<file path="src/rtl/fdtd_pkg.sv">
// Shared types for the FDTD data-memory mover: command opcodes, sequencer states
// and the byte stride between consecutive field words.
package fdtd_pkg;

   typedef enum logic [2:0] {
      LD_HY  = 3'd0,
      LD_EZ  = 3'd1,
      LD_SRC = 3'd2,
      ST_HY  = 3'd3,
      ST_EZ  = 3'd4
   } fdtd_mover_op_e;

   typedef enum logic [3:0] {
      IDLE     = 4'd0,
      CHECK    = 4'd1,
      LD_START = 4'd2,
      LD_GAP   = 4'd3,
      LD_XFER  = 4'd4,
      LD_END   = 4'd5,
      ST_SEL   = 4'd6,
      ST_RD    = 4'd7,
      ST_CAP   = 4'd8,
      ST_WR    = 4'd9,
      ST_END   = 4'd10,
      DONE     = 4'd11
   } fdtd_mover_state_e;

   localparam int WORD_STRIDE = 4;

endpackage

</file>
<file path="src/rtl/fdtd_mem_mover.sv">
// Data-memory-side sequencer for the FDTD field buffer: streams Hy/Ez/src words from
// SRAM into the buffer's old RAMs (loads) and drains its new Hy/Ez RAMs back (stores).
module fdtd_mem_mover
   import fdtd_pkg::*;
#(
   parameter int FDTD_DATA_WIDTH   = 32,
   parameter int MEM_ADDR_WIDTH    = 32,
   parameter int FDTD_BUFFER_DEPTH = 64,
   parameter int LEN_WIDTH         = 16
) (
   input  logic                       CLK,
   input  logic                       RST_N,
   input  logic                       cmd_valid_i,
   output logic                       cmd_ready_o,
   input  logic [2:0]                 cmd_op_i,
   input  logic [MEM_ADDR_WIDTH-1:0]  cmd_base_i,
   input  logic [LEN_WIDTH-1:0]       cmd_len_i,
   output logic                       done_o,
   output logic                       err_o,
   output logic                       mem_req_o,
   input  logic                       mem_gnt_i,
   output logic                       mem_we_o,
   output logic [MEM_ADDR_WIDTH-1:0]  mem_addr_o,
   output logic [FDTD_DATA_WIDTH-1:0] mem_wdata_o,
   input  logic                       mem_rvalid_i,
   input  logic [FDTD_DATA_WIDTH-1:0] mem_rdata_i,
   output logic                       buffer_Hy_start_o,
   output logic                       buffer_Ez_start_o,
   output logic                       buffer_src_start_o,
   output logic                       buffer_Hy_end_o,
   output logic                       buffer_Ez_end_o,
   output logic                       buffer_src_end_o,
   output logic                       wrtvalid_Hy_old_o,
   output logic                       wrtvalid_Ez_old_o,
   output logic [FDTD_DATA_WIDTH-1:0] Hy_old_o,
   output logic [FDTD_DATA_WIDTH-1:0] Ez_old_o,
   output logic                       mem_rd_Hy_en_o,
   output logic                       mem_rd_Ez_en_o,
   output logic                       mem_rd_end_o,
   output logic                       wrtvalid_sgl_o,
   input  logic [FDTD_DATA_WIDTH-1:0] Hy_n_i,
   input  logic [FDTD_DATA_WIDTH-1:0] Ez_n_i
);

   localparam int CW = LEN_WIDTH + 1;
   localparam logic [CW-1:0]             MAX_LEN = CW'(FDTD_BUFFER_DEPTH);
   localparam logic [CW-1:0]             ONE     = CW'(1);
   localparam logic [MEM_ADDR_WIDTH-1:0] STRIDE  = MEM_ADDR_WIDTH'(WORD_STRIDE);

   fdtd_mover_state_e          state_q, state_d;
   fdtd_mover_op_e             op_q, op_d;
   logic [MEM_ADDR_WIDTH-1:0]  addr_q, addr_d;
   logic [LEN_WIDTH-1:0]       len_q, len_d;
   logic [CW-1:0]              issued_q, issued_d;
   logic [CW-1:0]              count_q, count_d;
   logic                       armed_q, armed_d;
   logic                       err_q, err_d;
   logic                       ldStrb_q, ldStrb_d;
   logic [FDTD_DATA_WIDTH-1:0] ldData_q, ldData_d;
   logic [FDTD_DATA_WIDTH-1:0] wdata_q, wdata_d;
   logic [CW-1:0]              lenExt;
   logic                       readReq;

   assign lenExt = {1'b0, len_q};

   // Load words leave one cycle after rvalid from a register, so strobe timing is
   // independent of the SRAM's output path; LD_SRC shares the Ez old-RAM port.
   assign wrtvalid_Hy_old_o = ldStrb_q && (op_q == LD_HY);
   assign wrtvalid_Ez_old_o = ldStrb_q && (op_q != LD_HY);
   assign Hy_old_o          = ldData_q;
   assign Ez_old_o          = ldData_q;

   always_ff @(posedge CLK or negedge RST_N) begin
      if (!RST_N) begin
         state_q  <= IDLE;
         op_q     <= LD_HY;
         addr_q   <= '0;
         len_q    <= '0;
         issued_q <= '0;
         count_q  <= '0;
         armed_q  <= 1'b0;
         err_q    <= 1'b0;
         ldStrb_q <= 1'b0;
         ldData_q <= '0;
         wdata_q  <= '0;
      end else begin
         state_q  <= state_d;
         op_q     <= op_d;
         addr_q   <= addr_d;
         len_q    <= len_d;
         issued_q <= issued_d;
         count_q  <= count_d;
         armed_q  <= armed_d;
         err_q    <= err_d;
         ldStrb_q <= ldStrb_d;
         ldData_q <= ldData_d;
         wdata_q  <= wdata_d;
      end
   end

   always_comb begin
      state_d            = state_q;
      op_d               = op_q;
      addr_d             = addr_q;
      len_d              = len_q;
      issued_d           = issued_q;
      count_d            = count_q;
      armed_d            = armed_q;
      err_d              = err_q;
      ldStrb_d           = 1'b0;
      ldData_d           = ldData_q;
      wdata_d            = wdata_q;
      readReq            = 1'b0;
      cmd_ready_o        = 1'b0;
      done_o             = 1'b0;
      err_o              = 1'b0;
      mem_req_o          = 1'b0;
      mem_we_o           = 1'b0;
      mem_addr_o         = '0;
      mem_wdata_o        = '0;
      buffer_Hy_start_o  = 1'b0;
      buffer_Ez_start_o  = 1'b0;
      buffer_src_start_o = 1'b0;
      buffer_Hy_end_o    = 1'b0;
      buffer_Ez_end_o    = 1'b0;
      buffer_src_end_o   = 1'b0;
      mem_rd_Hy_en_o     = 1'b0;
      mem_rd_Ez_en_o     = 1'b0;
      mem_rd_end_o       = 1'b0;
      wrtvalid_sgl_o     = 1'b0;

      unique case (state_q)
         IDLE: begin
            cmd_ready_o = 1'b1;
            if (cmd_valid_i) begin
               op_d     = fdtd_mover_op_e'(cmd_op_i);
               addr_d   = cmd_base_i;
               len_d    = cmd_len_i;
               issued_d = '0;
               count_d  = '0;
               err_d    = 1'b0;
               state_d  = CHECK;
            end
         end
         // Empty commands finish cleanly; oversize, unknown or unarmed stores are rejected.
         CHECK: begin
            if (len_q == '0) begin
               state_d = DONE;
            end else if (lenExt > MAX_LEN) begin
               err_d   = 1'b1;
               state_d = DONE;
            end else begin
               case (op_q)
                  LD_HY, LD_EZ, LD_SRC: state_d = LD_START;
                  ST_HY, ST_EZ: begin
                     if (armed_q) begin
                        state_d = ST_SEL;
                     end else begin
                        err_d   = 1'b1;
                        state_d = DONE;
                     end
                  end
                  default: begin
                     err_d   = 1'b1;
                     state_d = DONE;
                  end
               endcase
            end
         end
         LD_START: begin
            buffer_Hy_start_o  = (op_q == LD_HY);
            buffer_Ez_start_o  = (op_q == LD_EZ);
            buffer_src_start_o = (op_q == LD_SRC);
            state_d            = LD_GAP;
         end
         LD_GAP: begin
            state_d = LD_XFER;
         end
         // Reads are pipelined: keep requesting until all are issued, leave once all returned.
         LD_XFER: begin
            readReq    = (issued_q < lenExt);
            mem_req_o  = readReq;
            mem_addr_o = readReq ? addr_q : '0;
            if (readReq && mem_gnt_i) begin
               issued_d = issued_q + ONE;
               addr_d   = addr_q + STRIDE;
            end
            if (mem_rvalid_i) begin
               ldStrb_d = 1'b1;
               ldData_d = mem_rdata_i;
               count_d  = count_q + ONE;
            end
            if (count_q == lenExt) begin
               state_d = LD_END;
            end
         end
         LD_END: begin
            buffer_Hy_end_o  = (op_q == LD_HY);
            buffer_Ez_end_o  = (op_q == LD_EZ);
            buffer_src_end_o = (op_q == LD_SRC);
            if (op_q != LD_HY) begin
               armed_d = 1'b1;
            end
            state_d = DONE;
         end
         ST_SEL: begin
            mem_rd_Hy_en_o = (op_q == ST_HY);
            mem_rd_Ez_en_o = (op_q == ST_EZ);
            state_d        = ST_RD;
         end
         ST_RD: begin
            wrtvalid_sgl_o = 1'b1;
            state_d        = ST_CAP;
         end
         ST_CAP: begin
            wdata_d = (op_q == ST_HY) ? Hy_n_i : Ez_n_i;
            state_d = ST_WR;
         end
         ST_WR: begin
            mem_req_o   = 1'b1;
            mem_we_o    = 1'b1;
            mem_addr_o  = addr_q;
            mem_wdata_o = wdata_q;
            if (mem_gnt_i) begin
               addr_d  = addr_q + STRIDE;
               count_d = count_q + ONE;
               state_d = ((count_q + ONE) == lenExt) ? ST_END : ST_RD;
            end
         end
         ST_END: begin
            mem_rd_end_o = 1'b1;
            armed_d      = 1'b0;
            state_d      = DONE;
         end
         DONE: begin
            done_o  = 1'b1;
            err_o   = err_q;
            state_d = IDLE;
         end
         default: begin
            state_d = IDLE;
         end
      endcase
   end

endmodule

</file>
<file path="config.mk">
export PLATFORM = sky130hd
export DESIGN_NAME = fdtd_mem_mover
export DESIGN_NICKNAME = d
export VERILOG_FILES = /design/src/rtl/fdtd_pkg.sv /design/src/rtl/fdtd_mem_mover.sv
export SDC_FILE = /design/constraint.sdc
export NUM_CORES = 1
export LEC_CHECK = 0
export CORE_UTILIZATION = 35
export DETAILED_ROUTE_END_ITERATION = 8
export GPL_TIMING_DRIVEN = 1
export PLACE_DENSITY = 0.67
export SETUP_SLACK_MARGIN = 0.2
export SLEW_MARGIN = 30
export SYNTH_ARGS = -nofsm -noshare
export SYNTH_HDL_FRONTEND = slang
export SYNTH_SLANG_ARGS = --single-unit
</file>
<file path="constraint.sdc">
create_clock -name CLK -period 6.6 [get_ports CLK]
set_input_delay 0.99 -clock CLK [delete_from_list [all_inputs] [get_ports CLK]]
set_output_delay 0.99 -clock CLK [all_outputs]
set_load 0.03 [all_outputs]
</file>
==> results of run 1 <==
==> cell usage in the layout, fill, tap and decap left out, types with 22 or more instances in the layout <==
master           Yosys  routed
a21oi_1             55      55
a2bb2oi_1           22      22
and2_1              68      67
clkdlybuf4s50_1      0     295
dfrtp_1            156     156
inv_1               24      24
mux2_2              34      34
mux2i_1             47      47
nand2_1             88      87
nand3_1             28      28
nand4_1             24      24
nor2_1              95      94
nor3_1              50      50
o21ai_0             50      50
==> cell type report <==
type	count	share of cell area
Inverter	24	0.00691
Multi-Input combinational cell	772	0.383
Tap cell	335	0.0322
Clock inverter	15	0.0135
Sequential cell	156	0.300
Timing Repair Buffer	304	0.232
Clock buffer	17	0.0326
==> metal layers <==
metal | share of wire | wire (um) | global-route usage | vias to the layer above
li1 | - | - | - | 4159
met1 | 0.43 | 12400 | 0.268 | 4119
met2 | 0.51 | 14700 | 0.354 | 245
met3 | 0.046 | 1340 | 0.0373 | 37
met4 | 0.020 | 597 | 0.0608 | 0
met5 | 0 | 0 | 0 | -
==> state kept, by name, indices dropped and copies added, names as in the netlist <==
signal / count
Ez_old_o: 32
addr_q: 32
wdata_q: 32
count_q: 17
issued_q: 17
len_q: 16
state_q: 4
op_q: 3
armed_q: 1
err_q: 1
ldStrb_q: 1
==> power by group through the flow <==
stage          Sequential, uW  Combinational, uW  Clock (uW)
2_1_floorplan            1790               1980           0
4_1_cts                  1730               3080        1040
6_report                 1740               3070        1020
3_5_place_dp             1740               3070           0
5_1_grt                  1810               3290        1080
3_3_place_gp             1730               3020           0
==> worst max-delay path by stage <==
stage,start,end,slack [ns]
2_1_floorplan,len_q[14]$_DFFE_PN0P_,mem_addr_o[10],3.25
3_3_place_gp,len_q[14]$_DFFE_PN0P_,mem_addr_o[4],2.20
3_5_place_dp,len_q[14]$_DFFE_PN0P_,mem_addr_o[19],2.09
4_1_cts,len_q[14]$_DFFE_PN0P_,mem_addr_o[19],1.61
5_1_grt,len_q[14]$_DFFE_PN0P_,mem_addr_o[19],1.68
6_report,len_q[14]$_DFFE_PN0P_,mem_addr_o[19],1.88
==> stage by stage <==
stage	cells	total power [uW]
global placement	1591	4750
finish	1623	5830
CTS	1623	5860
floorplan	1053	3770
global route	1623	6180
detailed placement	1591	4810
==> logic make-up (layout without fill, tap and decap cells) <==
logic type / after synthesis / in the layout
AND/OR/NAND/NOR: 436 / 436
AO/OA/AOI/OAI: 205 / 205
flip-flops: 156 / 156
buffers and inverters: 125 / 360
multiplexers: 81 / 81
XOR/XNOR: 31 / 31
adder cells (fa/ha/maj): 19 / 19
==> critical path, cell delays in order (launching register included) <==
cell,delay [ns]
dfrtp_1,0.39
inv_1,0.07
ha_1,0.30
a21o_1,0.19
a211oi_1,0.30
and4bb_2,0.35
a21oi_2,0.21
o21ai_4,0.58
and2_1,0.23
clkdlybuf4s50_1,0.68
==> results.json, run 1 <==
{
  "io_buffers": 296,
  "setup_tns_ns": 0,
  "intPower_uw": 3210,
  "layout_setup_ws_ns": 1.88,
  "gp_congestion": 0.911,
  "path_clk_slew_ns": 0.06,
  "wl_um": 29100,
  "htree_levels": 4,
  "setup.worst_path.end_class": "output pin",
  "r2r_slack_ns": 3.63,
  "multi_input_area_mm2": 0.00499,
  "r2r_cells": 8,
  "rr_startpoint": "state_q[0]$_DFFE_PN0P_",
  "p_per_area_mw_per_mm2": 447,
  "rr_endpoint": "addr_q[26]$_DFFE_PN0P_",
  "yosysSeqAreaShare": 0.410,
  "root_buffer": "clkbuf_16",
  "synth_compound_area_frac": 0.138,
  "cp_max_fo": 33,
  "maxCapViolations": 0,
  "initial_utilization": 0.361,
  "setup_viol": 0,
  "worst_setup_path_start_kind": "register",
  "placed_area_mm2": 0.0124,
  "num_vias": 8560,
  "numClockSinks": 156,
  "num_io_pins": 297,
  "seq_power_share": 0.298,
  "min-delay-start": "addr_q[1]$_DFFE_PN0P_",
  "drive_above_1_share": 0.0769,
  "worstSkewPairLatency_ns": 0.44,
  "wl_per_cell_um": 17.9,
  "drv_slew": 0,
  "synthToLayoutAreaGrowth_pct": 37.0,
  "critPathRequiredTime_ns": 5.61,
  "grt_pass1_wl_um": 45900,
  "fmax_mhz": 212,
  "min_path_cells": 2,
  "critPathArrivalTime_ns": 3.73,
  "hold_path.class": "register to register",
  "rsz0062_at_grt": "false",
  "layout.nets": 1445,
  "cts_tree": "done",
  "antenna_found_initial": 0,
  "final.setup_skew_ns": 0.0155,
  "avgSynthCellArea_um2": 9.03,
  "outcome": "completed",
  "yosys.area.top_type": "dfrtp_1",
  "whs_endpoint": "addr_q[1]$_DFFE_PN0P_",
  "synth_top_area_share": 0.410,
  "antenna_left": 0,
  "yosys.area_share.simple": 0.240,
  "numCtsBuffers": 17,
  "vias_per_cell": 5.27,
  "syn_area_mm2": 0.00951,
  "ir_drop_uv": 282,
  "period_needed_ns": 4.72,
  "synth_ff_type": "dfrtp_1",
  "yosys-top-cells-count": "156 x dfrtp_1, 95 x nor2_1, 88 x nand2_1",
  "synthAdderAreaFrac": 0.0247,
  "remaining_drc_errors": 0,
  "grt_pass1_vias": 8260,
  "fin_crit_sh": 0.715,
  "first_iter_violations": 650,
  "dp.final_hpwl_um": 21300,
  "dp_slack_ns": 2.09,
  "clock_path_buffers": 2,
  "synth_top_family_by_area": "simple AND/OR/NAND/NOR gates",
  "setup.worst_path.class": "register to output pin",
  "cts_hold_buf": 0,
  "grt_max_degree": 96,
  "hold_ws_ns": 0.472,
  "switching_share": 0.449,
  "ys_ff_latch": 156,
  "drtPass1Iterations": 5,
  "synth_xor_area_frac": 0.0285,
  "core_mm2": 0.0264,
  "fin_util": 0.495,
  "grt_overflow_total": 0,
  "n_antenna_cell": 0,
  "grt_usage": 0.208,
  "slew-limit-headroom": 0.396,
  "yosysMostFrequentCell": "dfrtp_1",
  "synth-edff-count": 0,
  "synthArstFlopShare": 1.00,
  "tightest_slew_ns": 0.906,
  "p_comb_frac": 0.526,
  "seq_area_mm2": 0.00390,
  "yosys.cell_types.count": 76,
  "synth_area_leaders": "dfrtp_1 41%, mux2i_1 4.9%, and2_1 4.5%",
  "p_switching_uw": 2620,
  "die_height_um": 167,
  "cts_setup_buffers": 0,
  "cts_resized": 0,
  "ys.warnings.count": 0,
  "synth_mux_area_frac": 0.0897,
  "clkPwrFrac": 0.175,
  "row_count": 59,
  "synth_cells": 1053,
  "synth_nets": 1223,
  "hold_viol": 0,
  "die_w_um": 167,
  "design_area_mm2": 0.0130,
  "fillers": 2446,
  "p_leak_uw": 0.00547,
  "fp.dieArea_mm2": 0.0278
}
Power figures use the tool's default switching activity.
==> run 2, diff against run 1 <==
--- a/config.mk
+++ b/config.mk
@@ -8,7 +8,7 @@
 export CORE_UTILIZATION = 35
 export DETAILED_ROUTE_END_ITERATION = 8
 export GPL_TIMING_DRIVEN = 1
-export PLACE_DENSITY = 0.67
+export PLACE_DENSITY = 0.69
 export SETUP_SLACK_MARGIN = 0.2
 export SLEW_MARGIN = 30
 export SYNTH_ARGS = -nofsm -noshare
==> constraint.sdc (replaced) <==
create_clock -name CLK -period 4.3 [get_ports CLK]
set_input_delay 0.645 -clock CLK [delete_from_list [all_inputs] [get_ports CLK]]
set_output_delay 0.645 -clock CLK [all_outputs]
set_load 0.03 [all_outputs]
==> results.json, run 2 (same netlist as run 1, synthesis figures left out) <==
{
  "vias_per_cell": 5.32,
  "grt_overflow_total": 0,
  "setup_tns_ns": 0,
  "final.setup_skew_ns": 0.0163,
  "layout_setup_ws_ns": 0.399,
  "dp.final_hpwl_um": 21900,
  "tightest_slew_ns": 0.927,
  "first_iter_violations": 748,
  "path_clk_slew_ns": 0.07,
  "core_mm2": 0.0264,
  "wl_um": 29700,
  "synthToLayoutAreaGrowth_pct": 38.2,
  "setup_viol": 0,
  "cts_tree": "done",
  "outcome": "completed",
  "numCtsBuffers": 17,
  "maxCapViolations": 0,
  "critPathArrivalTime_ns": 3.26,
  "wl_per_cell_um": 18.2,
  "p_comb_frac": 0.529,
  "fmax_mhz": 256,
  "antenna_left": 0,
  "drv_slew": 0,
  "drtPass1Iterations": 5,
  "setup.worst_path.end_class": "output pin",
  "antenna_found_initial": 1,
  "row_count": 59,
  "hold_path.class": "input port to asynchronous set/reset pin",
  "hold_ws_ns": 0.297,
  "seq_power_share": 0.300,
  "drive_above_1_share": 0.0817,
  "cts_hold_buf": 0,
  "hold_viol": 0,
  "num_vias": 8692,
  "die_w_um": 167,
  "dp_slack_ns": 0.653,
  "switching_share": 0.457,
  "numClockSinks": 156,
  "worstSkewPairLatency_ns": 0.43,
  "fin_crit_sh": 0.907,
  "cp_max_fo": 33,
  "layout.cells.most_common": "clkdlybuf4s50_1",
  "cts_resized": 1,
  "remaining_drc_errors": 0,
  "grt_usage": 0.214,
  "fp.dieArea_mm2": 0.0278,
  "grt_pass1_vias": 8419,
  "grt_max_degree": 86,
  "num_io_pins": 297,
  "gp_congestion": 0.866,
  "p_per_area_mw_per_mm2": 678,
  "critPathRequiredTime_ns": 3.65,
  "path_cells": "inv_1 > ha_1 > a21o_1 > a211oi_1 > and4bb_2 > a21oi_2 > o21ai_2 > buf_6 > clkdlybuf4s50_1",
  "slew-limit-headroom": 0.382,
  "initial_utilization": 0.361,
  "clock_path_buffers": 2,
  "path_buf_inv": 3,
  "crit_path_top_delay_cell": "clkdlybuf4s50_1",
  "intPower_uw": 4840,
  "grt_pass1_wl_um": 46800,
  "root_buffer": "clkbuf_16",
  "p_switching_uw": 4070,
  "rsz0062_at_grt": "false",
  "layout_common_cells": "263 x clkdlybuf4s50_1, 156 x dfrtp_1, 95 x nor2_1",
  "setup.worst_path.class": "register to output pin",
  "cpPeakStageDelay_ns": 0.71,
  "layout.nets": 1454,
  "worst_setup_path_start_kind": "register",
  "period_needed_ns": 3.90,
  "p_leak_uw": 0.00605,
  "ir_drop_uv": 386,
  "die_height_um": 167,
  "cts_setup_buffers": 0,
  "clkPwrFrac": 0.170,
  "cpLargestDelayFamily": "buffers and inverters",
  "io_buffers": 296,
  "htree_levels": 4
}
-- run 2: layer usage --
metal  share of wire  GRT usage  vias to the layer above  wire (um)
met2            0.51      0.364                      236      15300
met5               0          0                        -          0
li1                -          -                     4157          -
met3           0.037     0.0356                       40       1110
met4           0.023     0.0725                        0        676
met1            0.43      0.275                     4259      12700
-- run 2: worst register-to-register path: stages, from the launching register on --
cell	delay (ns)
dfrtp_1	0.56
or4b_4	0.76
o21ai_2	0.67
buf_4	0.36
nor2_1	0.06
buf_4	0.24
a2bb2oi_1	0.20
-- run 2: final cells by class --
cell class,instances,area (um2)
well taps,335,419
multi-input cells,772,4970
diodes,1,2.50
repair buffers,313,3170
clock buffers,17,425
clock inverters,15,165
inverters,24,90.1
flip-flops and latches,156,3900
fillers,2407,13200
-- run 2: final timing paths --
| path | slack, ns | from | cells after the start | endpoint |
|---|---|---|---|---|
| setup / recovery | 0.40 | len_q[14]$_DFFE_PN0P_ | 9 | mem_req_o |
| hold / removal | 0.30 | RST_N | 1 | addr_q[23]$_DFFE_PN0P_ |
| setup reg to reg | 1.36 | state_q[0]$_DFFE_PN0P_ | 6 | addr_q[25]$_DFFE_PN0P_ |
| hold reg to reg | 0.48 | addr_q[0]$_DFFE_PN0P_ | 2 | addr_q[0]$_DFFE_PN0P_ |
| max in group asynchronous | 3.09 | RST_N | 2 | Ez_old_o[1]$_DFFE_PN0P_ |
| min in group CLK | 0.48 | addr_q[0]$_DFFE_PN0P_ | 2 | addr_q[0]$_DFFE_PN0P_ |
-- run 2: power by group through the flow --
stage	combinational, uW	sequential, uW	clock [uW]
2_1_floorplan	3040	2740	0
5_1_grt	5070	2760	1620
6_report	4720	2680	1520
3_3_place_gp	4670	2660	0
4_1_cts	4750	2660	1560
3_5_place_dp	4740	2680	0
-- run 2: stage by stage --
step / cells / util / area, um2 / total power (uW)
after detailed placement: 1600 / 0.473 / 12500 / 7420
after floorplan: 1053 / - / 9510 / 5780
after global placement: 1600 / 0.473 / 12500 / 7330
after CTS: 1632 / 0.496 / 13100 / 8970
after global routing: 1633 / 0.499 / 13200 / 9450
final: 1633 / 0.499 / 13200 / 8910
